`config.mk`:
```
export PLATFORM = sky130hd
export DESIGN_NAME = mem_arbiter
export DESIGN_NICKNAME = d
export VERILOG_FILES = /design/src/rtl/mem_arbiter.sv
export SDC_FILE = /design/constraint.sdc
export NUM_CORES = 1
export LEC_CHECK = 0
export BUFFER_PORTS_ARGS = -buffer_cell sky130_fd_sc_hd__buf_2
export CORE_MARGIN = 5
export CORE_UTILIZATION = 38
export DETAILED_ROUTE_END_ITERATION = 10
export HOLD_SLACK_MARGIN = 0.02
export PLACE_DENSITY = 0.72
export SYNTH_ARGS = -nofsm -noshare
export SYNTH_HDL_FRONTEND = slang
export SYNTH_SLANG_ARGS = --single-unit
```
`constraint.sdc`:
```
create_clock -name clk -period 4 [get_ports clk]
set_input_delay 0.4 -clock clk [delete_from_list [all_inputs] [get_ports clk]]
set_output_delay 0.4 -clock clk [all_outputs]
set_load 0.05 [all_outputs]
```
`src/rtl/mem_arbiter.sv`:
```
// Arbiter/sequencer between CPU fetch and load/store ports and a single-read-port ram.
// Optional fetch starvation guard: define MEM_ARB_STARVE_EN.
module mem_arbiter #(
  parameter int MAX_DATA_BURST = 4
) (
  input  logic        clk,
  input  logic        rst,
  input  logic        if_req,
  input  logic [31:0] if_addr,
  output logic [31:0] if_data,
  output logic        if_valid,
  input  logic        d_rd_req,
  input  logic        d_wr_req,
  input  logic [31:0] d_addr,
  input  logic [31:0] d_wdata,
  output logic [31:0] d_rdata,
  output logic        d_valid,
  output logic        d_fault,
  output logic        cpu_stall,
  output logic [31:0] ram_data_address,
  output logic [31:0] ram_instruction_address,
  output logic [31:0] ram_data_to_write,
  output logic        ram_dm_read_en,
  output logic        ram_dm_write_en,
  input  logic [31:0] ram_instruction_read,
  input  logic [31:0] ram_data_read
);

  typedef enum logic [1:0] {IDLE, ISSUE, RESP} state_e;
  typedef enum logic [1:0] {K_FETCH, K_DREAD, K_DWRITE, K_FAULT} kind_e;

  state_e      state_q;
  kind_e       kind_q, kind_d;
  logic [31:0] addr_q, addr_d, wdata_q;
  logic [31:0] if_hold_q, d_hold_q;
  logic        if_valid_q, d_valid_q, d_fault_q;
  logic        d_req, grant_f, grant_d, starve_hit;

  always_comb begin
    d_req   = d_rd_req | d_wr_req;
    grant_f = if_req & (~d_req | starve_hit);
    grant_d = d_req & ~grant_f;
    kind_d  = K_FETCH;
    addr_d  = if_addr;
    if (grant_d) begin
      addr_d = d_addr;
      // Both strobes at once, or a store into the low half, is rejected.
      if ((d_rd_req & d_wr_req) | (d_wr_req & ~d_addr[11])) kind_d = K_FAULT;
      else if (d_wr_req)                                    kind_d = K_DWRITE;
      else                                                  kind_d = K_DREAD;
    end
  end

`ifdef MEM_ARB_STARVE_EN
  localparam int CW = $clog2(MAX_DATA_BURST + 1);
  logic [CW-1:0] burst_q, burst_d;

  assign starve_hit = (burst_q == CW'(MAX_DATA_BURST));

  always_comb begin
    burst_d = burst_q;
    if (state_q == IDLE) begin
      if (!if_req || grant_f)       burst_d = '0;
      else if (grant_d && !starve_hit) burst_d = burst_q + 1'b1;
    end
  end

  always_ff @(posedge clk or negedge rst) begin
    if (!rst) burst_q <= '0;
    else      burst_q <= burst_d;
  end
`else
  assign starve_hit = 1'b0;
`endif

  always_ff @(posedge clk or negedge rst) begin
    if (!rst) begin
      state_q    <= IDLE;
      kind_q     <= K_FETCH;
      addr_q     <= '0;
      wdata_q    <= '0;
      if_hold_q  <= '0;
      d_hold_q   <= '0;
      if_valid_q <= 1'b0;
      d_valid_q  <= 1'b0;
      d_fault_q  <= 1'b0;
    end else begin
      if_valid_q <= 1'b0;
      d_valid_q  <= 1'b0;
      d_fault_q  <= 1'b0;
      case (state_q)
        IDLE: if (if_req | d_req) begin
          state_q <= ISSUE;
          kind_q  <= kind_d;
          addr_q  <= addr_d;
          wdata_q <= d_wdata;
        end
        ISSUE: begin
          state_q    <= RESP;
          if_valid_q <= (kind_q == K_FETCH);
          d_valid_q  <= (kind_q != K_FETCH);
          d_fault_q  <= (kind_q == K_FAULT);
        end
        RESP: begin
          state_q <= IDLE;
          if (kind_q == K_FETCH) if_hold_q <= ram_instruction_read;
          if (kind_q == K_DREAD) d_hold_q  <= ram_data_read;
        end
        default: state_q <= IDLE;
      endcase
    end
  end

  // Read data passes straight through during its response cycle, then holds.
  assign if_data  = if_valid_q ? ram_instruction_read : if_hold_q;
  assign d_rdata  = (d_valid_q && kind_q == K_DREAD) ? ram_data_read : d_hold_q;
  assign if_valid = if_valid_q;
  assign d_valid  = d_valid_q;
  assign d_fault  = d_fault_q;

  assign cpu_stall = (if_req | d_req) & ~(if_valid_q | d_valid_q);

  assign ram_dm_read_en          = (state_q == ISSUE) && (kind_q == K_DREAD);
  assign ram_dm_write_en         = (state_q == ISSUE) && (kind_q == K_DWRITE);
  assign ram_data_address        = addr_q;
  assign ram_instruction_address = addr_q;
  assign ram_data_to_write       = wdata_q;

endmodule

```
## After elaboration in Yosys (flattened, before gate mapping)

Index checks and enable logic that the tools add are counted.

- Output and inout bits: 166
- Flip-flop bits (word level): 135
- Logic and storage cells: 48
- Input bits: 165

- Reduce and logical (&&, ||, !) cells: 9
- Bitwise gates (word level): 13
- Eq/ne operators: 6
- Multiplexer cells: 11

Operators with widths:

| operator | number |
|---|---|
| 32-bit two-way mux | 3 |
| 2-bit two-way mux | 4 |
| 2-bit == test (second input constant) | 3 |
| 2-bit AND reduction | 3 |
| 1-bit bitwise AND | 5 |
| 2-bit by 1-bit == test with 1-bit output (second input constant) | 2 |
| 2-bit logical NOT | 2 |
| 1-bit inverter | 4 |
| 1-bit OR | 4 |
| 2-bit one-hot mux with 2 select lines | 1 |
| 1-bit logical AND | 3 |
| 1-bit two-way mux | 3 |
| 2-bit != test (second input constant) | 1 |
| 2-bit nonzero test | 1 |

## Logic depth before layout (Yosys ltp)

Gate-level depths: netlist of the first run.

- Word-level depth: 6
- Gate-level depth with buffers: 5
- Mapped depth without buffers: 4

## Least setup slack after synthesis of the first run

No wires, ideal clock.

- Kind: register to output
- Start point: register if_valid_q (netlist: if_valid)
- End point: output cpu_stall
- Data required time: 3.600 ns
- Path slack: 1.539 ns
- Path buffers: 2
- Arrival time: 2.061 ns
- Cell stages (with the launch flop): 4
- Path through: dfrtp_1 > clkbuf_1 > buf_2 > nor3_1

- Cells in the longest elaborated chain, start to end: 3

RTL lines:

| element | RTL line | source |
|---|---|---|
| start: declaration | 36 | `logic if_valid_q, d_valid_q, d_fault_q;` |
| start signal: assignment | 100 | `if_valid_q <= (kind_q == K_FETCH);` |
| 1-bit OR | 121 | `assign cpu_stall = (if_req \| d_req) & ~(if_valid_q \| d_valid_q);` |
| 1-bit inverter | 121 |  |
| 1-bit bitwise AND | 121 |  |
| end: declaration | 19 | `output logic cpu_stall,` |

Every way passes these cells.

## Worst setup path in the final report of the first run

- Start point: register kind_q[1]
- End point: output d_rdata[22]

- Cells in the longest elaborated chain, start to end: 3

RTL lines:

| element | RTL line | source |
|---|---|---|
| start: declaration | 33 | `kind_e kind_q, kind_d;` |
| start signal: assignment | 94 | `kind_q <= kind_d;` |
| 2-bit by 1-bit == test with 1-bit output | 116 | `assign d_rdata = (d_valid_q && kind_q == K_DREAD) ? ram_data_read : d_hold_q;` |
| 1-bit logical AND | 116 |  |
| 32-bit two-way mux | 116 |  |
| end: declaration | 16 | `output logic [31:0] d_rdata,` |

Every way passes these cells.

==> flow_summary_export.csv, run 1 <==
group,metric,value,unit
run_status,status,"finished clean",
cells_and_area,area_growth,33.1,%
placement,globalplace.congestion,0.762,
sta,timing.final.crit_share,0.606,
global_route,grt_overflow,0,
worst_setup_path,worstPathCellList,"nand3b_1 -> buf_4 -> mux2_2 -> buf_2",
sta,slew_viol_final,0,
cells_and_area,final_util,0.518,
sta,clock_skew,0.00993,ns
cells_and_area,drive_gt1_frac,0.753,
job,maxCapViolCount,0,
floorplan,die-area,19700,um^2
synth,synth_area_leaders,"dfrtp_1 (52%), mux2_2 (34%), mux2_1 (5.0%)",
worst_setup_path,startpoint_type,"flip-flop",
floorplan,fp-row-count,47,
drt,drcViolationCount,0,
placement,place_inst,940,
worst_setup_path,crit_arrival,2.02,ns
cells_and_area,regArea,3380,um^2
cells_and_area,diodes,0,
cts,numCtsBuffers,17,
worst_setup_path,r2r_start,"state_q[0]",
worst_setup_path,crit_fanout,32,
sta,rsz0062_at_grt,"no",
synth,synth.top_cell.area_share,0.522,
sta,finalCriticalPeriod,2.42,ns
synth,ys_seq_elements,135,
cts,postCtsSetupRepairBufs,0,
worst_setup_path,r2r-end,"ram_data_address[0]",
sta,fmax,413,MHz
cts,holdBufCountCts,0,
cells_and_area,nets,904,
synth,yosys_warnings,0,
sta,finalSetupTns,0,ns
cts,cts_resized,0,
cts,cts_sinks,135,
floorplan,start_util,0.389,
cells_and_area,fin_cells,972,
sta,worst_pin_slew,0.942,ns
worst_setup_path,r2r_slack,2.09,ns
synth,syn-mean-instance-area,14.8,um^2
drt,dr.pass1.iters,4,
placement,dp_hpwl,12.4,mm
synth,synth.cell_area,6470,um^2
sta,hold_ws,0.0763,ns
global_route,grt_antenna_before_repair,0,
drt,vias,4586,
sta,finalSetupViolCount,0,
floorplan,die_y,141,um
cells_and_area,fillCellCount,1469,
drt,postRouteWirelength,16.4,mm
drt,avgViaCountPerCell,4.72,
worst_setup_path,slowest_delay,0.48,ns
drt,ant_nets,0,
cts,clockBufferDepth,2,
cts,h-tree-depth,4,
cells_and_area,multi_input_area,2660,um^2
worst_hold_path,hp-class,"input pin to async pin",
global_route,grt_pass1_wl,26.6,mm
floorplan,pin_count,331,
sta,slew_headroom,0.372,
placement,port_buffers,330,
cts,worstSkewPairLatency,0.41,ns
global_route,track_usage,0.168,
cts,cts_tree,"yes",
worst_setup_path,worstSetupPathType,"flip-flop to output port",
synth,synth_top_area_cell,"dfrtp_1",
worst_setup_path,r2r_cells,3,
global_route,grt_pass1_vias,5178,
cts,cts-root-buf,"clkbuf_16",
synth,netlist_instances,438,
synth,synth_nets,603,
worst_setup_path,crit_slowest_cell,"dfrtp_1",
global_route,grt_max_degree,103,
drt,routedWlPerCell,16.9,um
drt,drt_iter0_drc,83,
sta,hold_viol,0,
worst_setup_path,worst_setup_path_end_kind,"output port",
cts,clkSlewWorstSetupHoldPaths,0.06,ns
worst_setup_path,cp.required,3.60,ns
floorplan,die_w,141,um
synth,seq_area_frac_synth,0.522,
synth,synth.distinct_cells,20,
floorplan,core-area,16600,um^2
-- cell families after synthesis --
kind of cell    Yosys count  synth area share
mux                     226             0.393
buf+inv                  59            0.0682
simple gates             17            0.0162
compound gates            1          0.000772
flops                   135             0.522
-- metrics by stage --
| stage | setup WS (ns) | cell area [um^2] |
|---|---|---|
| 2_1_floorplan | 1.54 | 6470 |
| 3_3_place_gp | 1.93 | 8050 |
| 3_5_place_dp | 1.92 | 8050 |
| 4_1_cts | 1.54 | 8610 |
| 5_1_grt | 1.44 | 8610 |
| 6_report | 1.58 | 8610 |
-- registers in the layout (all words and copies together), names as in the netlist --
register and count:
kind_q 2, d_valid 1, ram_data_to_write 32, if_hold_q 32, ram_data_address 32, if_valid 1
state_q 2, d_hold_q 32, d_fault 1
-- per-layer routing --
metal / up-vias / global-route usage / share of wire / routed length [um]
met4: 0 / 0.0454 / 0.012 / 198
met5: - / 0 / 0 / 0
li1: 2138 / - / - / -
met1: 2245 / 0.186 / 0.38 / 6260
met2: 188 / 0.298 / 0.52 / 8480
met3: 15 / 0.0706 / 0.088 / 1450
-- how the worst max path moves through the flow --
stage / startpoint / endpoint / slack (ns) / cells past startpoint
6_report: kind_q[1] / d_rdata[22] / 1.58 / 4
5_1_grt: kind_q[0] / d_rdata[30] / 1.44 / 4
4_1_cts: kind_q[1] / d_rdata[24] / 1.54 / 4
3_5_place_dp: d_wr_req / ram_data_address[27] / 1.92 / 5
3_3_place_gp: d_wr_req / ram_data_to_write[27] / 1.93 / 5
2_1_floorplan: if_valid / cpu_stall / 1.54 / 3
-- worst max-delay path: cells and delay by family (launching register included) --
family,cells,cell delay [ns]
flip-flops,1,0.48
buffers and inverters,2,0.58
AND/OR/NAND/NOR,1,0.15
multiplexers,1,0.39
-- cell usage after synthesis, drive strengths merged --
cell and number:
dfrtp 135, clkbuf 4, inv 3, nor3 5, nand2 1, nor2 7
nand2b 3, nand3b 1, buf 52, a21oi 1, mux2 225, mux2i 1
-- final cells by class --
class	count	area share
well taps	220	0.0320
multi-input cells	244	0.309
repair buffers	338	0.199
clock buffers	24	0.0548
flip-flops and latches	135	0.392
inverters	3	0.00131
clock inverters	8	0.0113
-- layout by cell type, fill, tap and decap left out --
cell type | synthesis | final
nor2_1 | 6 | 5
clkbuf_16 | 0 | 17
buf_2 | 6 | 329
inv_1 | 3 | 3
nand2_1 | 1 | 1
clkinv_4 | 0 | 2
mux2i_1 | 1 | 1
clkbuf_8 | 2 | 2
clkinv_2 | 0 | 4
mux2_2 | 196 | 196
mux2_1 | 29 | 29
a21oi_1 | 1 | 1
nor2_2 | 1 | 2
clkbuf_1 | 1 | 5
nand2b_1 | 3 | 3
dfrtp_1 | 135 | 135
buf_4 | 41 | 8
nor3_4 | 1 | 2
nand3b_1 | 1 | 1
bufinv_16 | 0 | 2
nor3_1 | 2 | 2
buf_6 | 5 | 1
nor3_2 | 2 | 1
Power of run 1 is left out: the tool's default activity adds up to more than one toggle a clock period on the data nets, which glitch-free logic cannot reach.
==> run 2: changes to the inputs <==
--- a/config.mk
+++ b/config.mk
@@ -5,6 +5,7 @@
 export SDC_FILE = /design/constraint.sdc
 export NUM_CORES = 1
 export LEC_CHECK = 0
+export ABC_AREA = 1
 export BUFFER_PORTS_ARGS = -buffer_cell sky130_fd_sc_hd__buf_2
 export CORE_MARGIN = 5
 export CORE_UTILIZATION = 38
==> constraint.sdc (replaced) <==
create_clock -name clk -period 2.3 [get_ports clk]
set_input_delay 0.23 -clock clk [delete_from_list [all_inputs] [get_ports clk]]
set_output_delay 0.23 -clock clk [all_outputs]
set_load 0.05 [all_outputs]
==> run 2 against run 1 <==
  * Wire length grew 15%
  * Synthesized area grew 0.68%
  * Non-clock buffer count increased by 8
  * Critical path depth up 2
  * Sequential share of layout area down 0.78 points
  * Worst hold slack lost 0.021 ns
  * Critical path type unchanged
  * Largest cell class unchanged
==> flow_summary_export.csv, run 2 <==
group,metric,value,unit
drt,routedWlPerCell,13.8,um
sta,slew_headroom,0.577,
worst_setup_path,worst_setup_path_end_kind,"output port",
worst_setup_path,worstPathCellList,"inv_1 -> nor2_2 -> nand2_4 -> buf_12 -> o21ai_0 -> clkbuf_4",
drt,vias,6287,
synth,netlist_instances,857,
floorplan,pin_count,331,
synth,synth_nets,1022,
synth,synth.top_cell.area_share,0.518,
drt,drt_iter0_drc,267,
sta,fmax,469,MHz
sta,worst_pin_slew,0.635,ns
placement,port_buffers,330,
run_status,status,"finished clean",
cts,cts_sinks,135,
global_route,grt_pass1_wl,30.0,mm
synth,yosysMostFrequentCell,"nand2_1",
worst_setup_path,crit_fanout,40,
cts,cts_tree,"yes",
worst_setup_path,worstSetupPathType,"flip-flop to output port",
cells_and_area,final_common_cell,"nand2_1",
cells_and_area,area_growth,34.9,%
sta,clock_skew,0.00742,ns
sta,finalCriticalPeriod,2.13,ns
synth,synth_top_area_cell,"dfrtp_1",
sta,finalSetupViolCount,0,
floorplan,core-area,16700,um^2
cells_and_area,final_cell_mix,"nand2_1 (361), buf_2 (324), dfrtp_1 (134)",
cells_and_area,fillCellCount,1609,
worst_setup_path,crit_slowest_cell,"dfrtp_1",
cts,h-tree-depth,4,
cts,postCtsSetupRepairBufs,0,
synth,synth.cell_area,6520,um^2
synth,yosys_warnings,0,
global_route,grt_overflow,0,
drt,postRouteWirelength,18.9,mm
floorplan,die_y,141,um
synth,synth-edff-count,0,
cts,numCtsBuffers,17,
floorplan,die_w,141,um
synth,synthFlopType,"dfrtp_1",
cells_and_area,fin_area,8790,um^2
cells_and_area,multi_input_area,2390,um^2
worst_hold_path,holdPathStages,3,
placement,globalplace.congestion,0.814,
sta,timing.final.crit_share,0.926,
synth,synth.distinct_cells,21,
synth,ys_seq_elements,135,
cells_and_area,nets,1308,
cells_and_area,regArea,3380,um^2
drt,ant_nets,0,
job,maxCapViolCount,0,
synth,synth-async-reset-ratio,1.00,
worst_hold_path,hp-class,"input pin to flip-flop",
synth,synth_common_cells,"nand2_1 (361), dfrtp_1 (135), inv_1 (72)",
sta,slew_viol_final,0,
cts,clkSlewWorstSetupHoldPaths,0.06,ns
global_route,grt_pass1_vias,5958,
sta,rsz0062_at_grt,"no",
global_route,grt_max_degree,65,
placement,dp_hpwl,14.1,mm
global_route,grt_antenna_before_repair,0,
floorplan,die-area,19900,um^2
cells_and_area,drive_gt1_frac,0.332,
drt,avgViaCountPerCell,4.57,
worst_setup_path,slowest_delay,0.40,ns
synth,syn-mean-instance-area,7.61,um^2
synth,synth_area_leaders,"dfrtp_1 (52%), nand2_1 (21%), o21ai_0 (5.3%)",
drt,drcViolationCount,0,
cts,cts-root-buf,"clkbuf_16",
worst_setup_path,r2r_cells,7,
floorplan,start_util,0.390,
cells_and_area,final_util,0.526,
drt,dr.pass1.iters,5,
sta,hold_viol,0,
cts,clockBufferDepth,2,
placement,dpl_cell_area,8120,um^2
cts,worstSkewPairLatency,0.40,ns
floorplan,fp-row-count,47,
synth,seq_area_frac_synth,0.518,
worst_setup_path,startpoint_type,"flip-flop",
global_route,track_usage,0.188,
worst_setup_path,crit_arrival,1.90,ns
worst_setup_path,cp.required,2.07,ns
[run 2: cell types whose count changed in the layout (fill, tap and decap cells not counted), moves of 5 or more]
cell     before  now
nand2_1       1  361
o21ai_0       0   65
inv_1         3   72
buf_2       329  324
nand3_1       0   33
nor2_1        5   35
o21ai_1       0   32
buf_4         8   14
mux2_2      196    0
a21oi_1       1   32
mux2_1       29    0
[run 2: critical path: cells and delay by family, from the launching register on]
family | cells | cell delay (ns)
buffers and inverters | 3 | 0.58
AO/OA/AOI/OAI | 1 | 0.16
AND/OR/NAND/NOR | 2 | 0.34
flip-flops | 1 | 0.40
[run 2: through the flow]
stage,hold slack [ns],setup TNS (ns),std cells,worst slack (ns)
global placement,0.186,0,1343,0.536
detailed placement,0.188,0,1343,0.481
global route,0.0317,0,1375,0.00431
finish,0.0558,0,1376,0.170
floorplan,-0.0656,-0.647,857,-0.0589
CTS,0.0297,0,1375,0.0363
[run 2: worst paths after layout]
| kind | start | end | slack (ns) |
|---|---|---|---|
| max | kind_q[0] | d_rdata[25] | 0.17 |
| min | d_wdata[11] | ram_data_to_write[11] | 0.06 |
| max reg2reg | state_q[0] | ram_data_address[15] | 0.73 |
| min reg2reg | ram_data_to_write[9] | ram_data_to_write[9] | 0.46 |
| max in group asynchronous | rst | ram_data_address[24] | 1.33 |
| min in group asynchronous | rst | d_hold_q[6] | 0.32 |
[run 2: routing by layer]
metal / part of all wire / GRT usage / vias to the layer above / wire, um
met3: 0.074 / 0.0464 / 20 / 1410
met4: 0.016 / 0.0663 / 0 / 308
met2: 0.48 / 0.309 / 250 / 9060
met1: 0.43 / 0.242 / 2831 / 8160
li1: - / - / 3186 / -
met5: 0 / 0 / - / 0
[run 2: repair_timing]
item	CTS	global route
endpoints found under the hold margin	40	0
resized for setup	0	8
endpoints found under the setup margin	0	25
hold buffers	1	0
[run 2: logic make-up after synthesis]
logic type,count (synthesis),share of synthesized area
and+or+nand+nor,440,0.264
buffers and inverters,152,0.117
AOI/OAI and AO/OA,130,0.100
DFF,135,0.518
[run 2: layout make-up]
| type | instances | share of cell area |
|---|---|---|
| Sequential cell | 135 | 0.384 |
| Multi-Input combinational cell | 570 | 0.271 |
| Timing Repair Buffer | 346 | 0.208 |
| Clock buffer | 20 | 0.0508 |
| Tap cell | 220 | 0.0313 |
| Inverter | 73 | 0.0312 |
| Clock inverter | 11 | 0.0225 |
| Antenna cell | 1 | 0.000285 |
Power of run 2 is left out for the same reason.
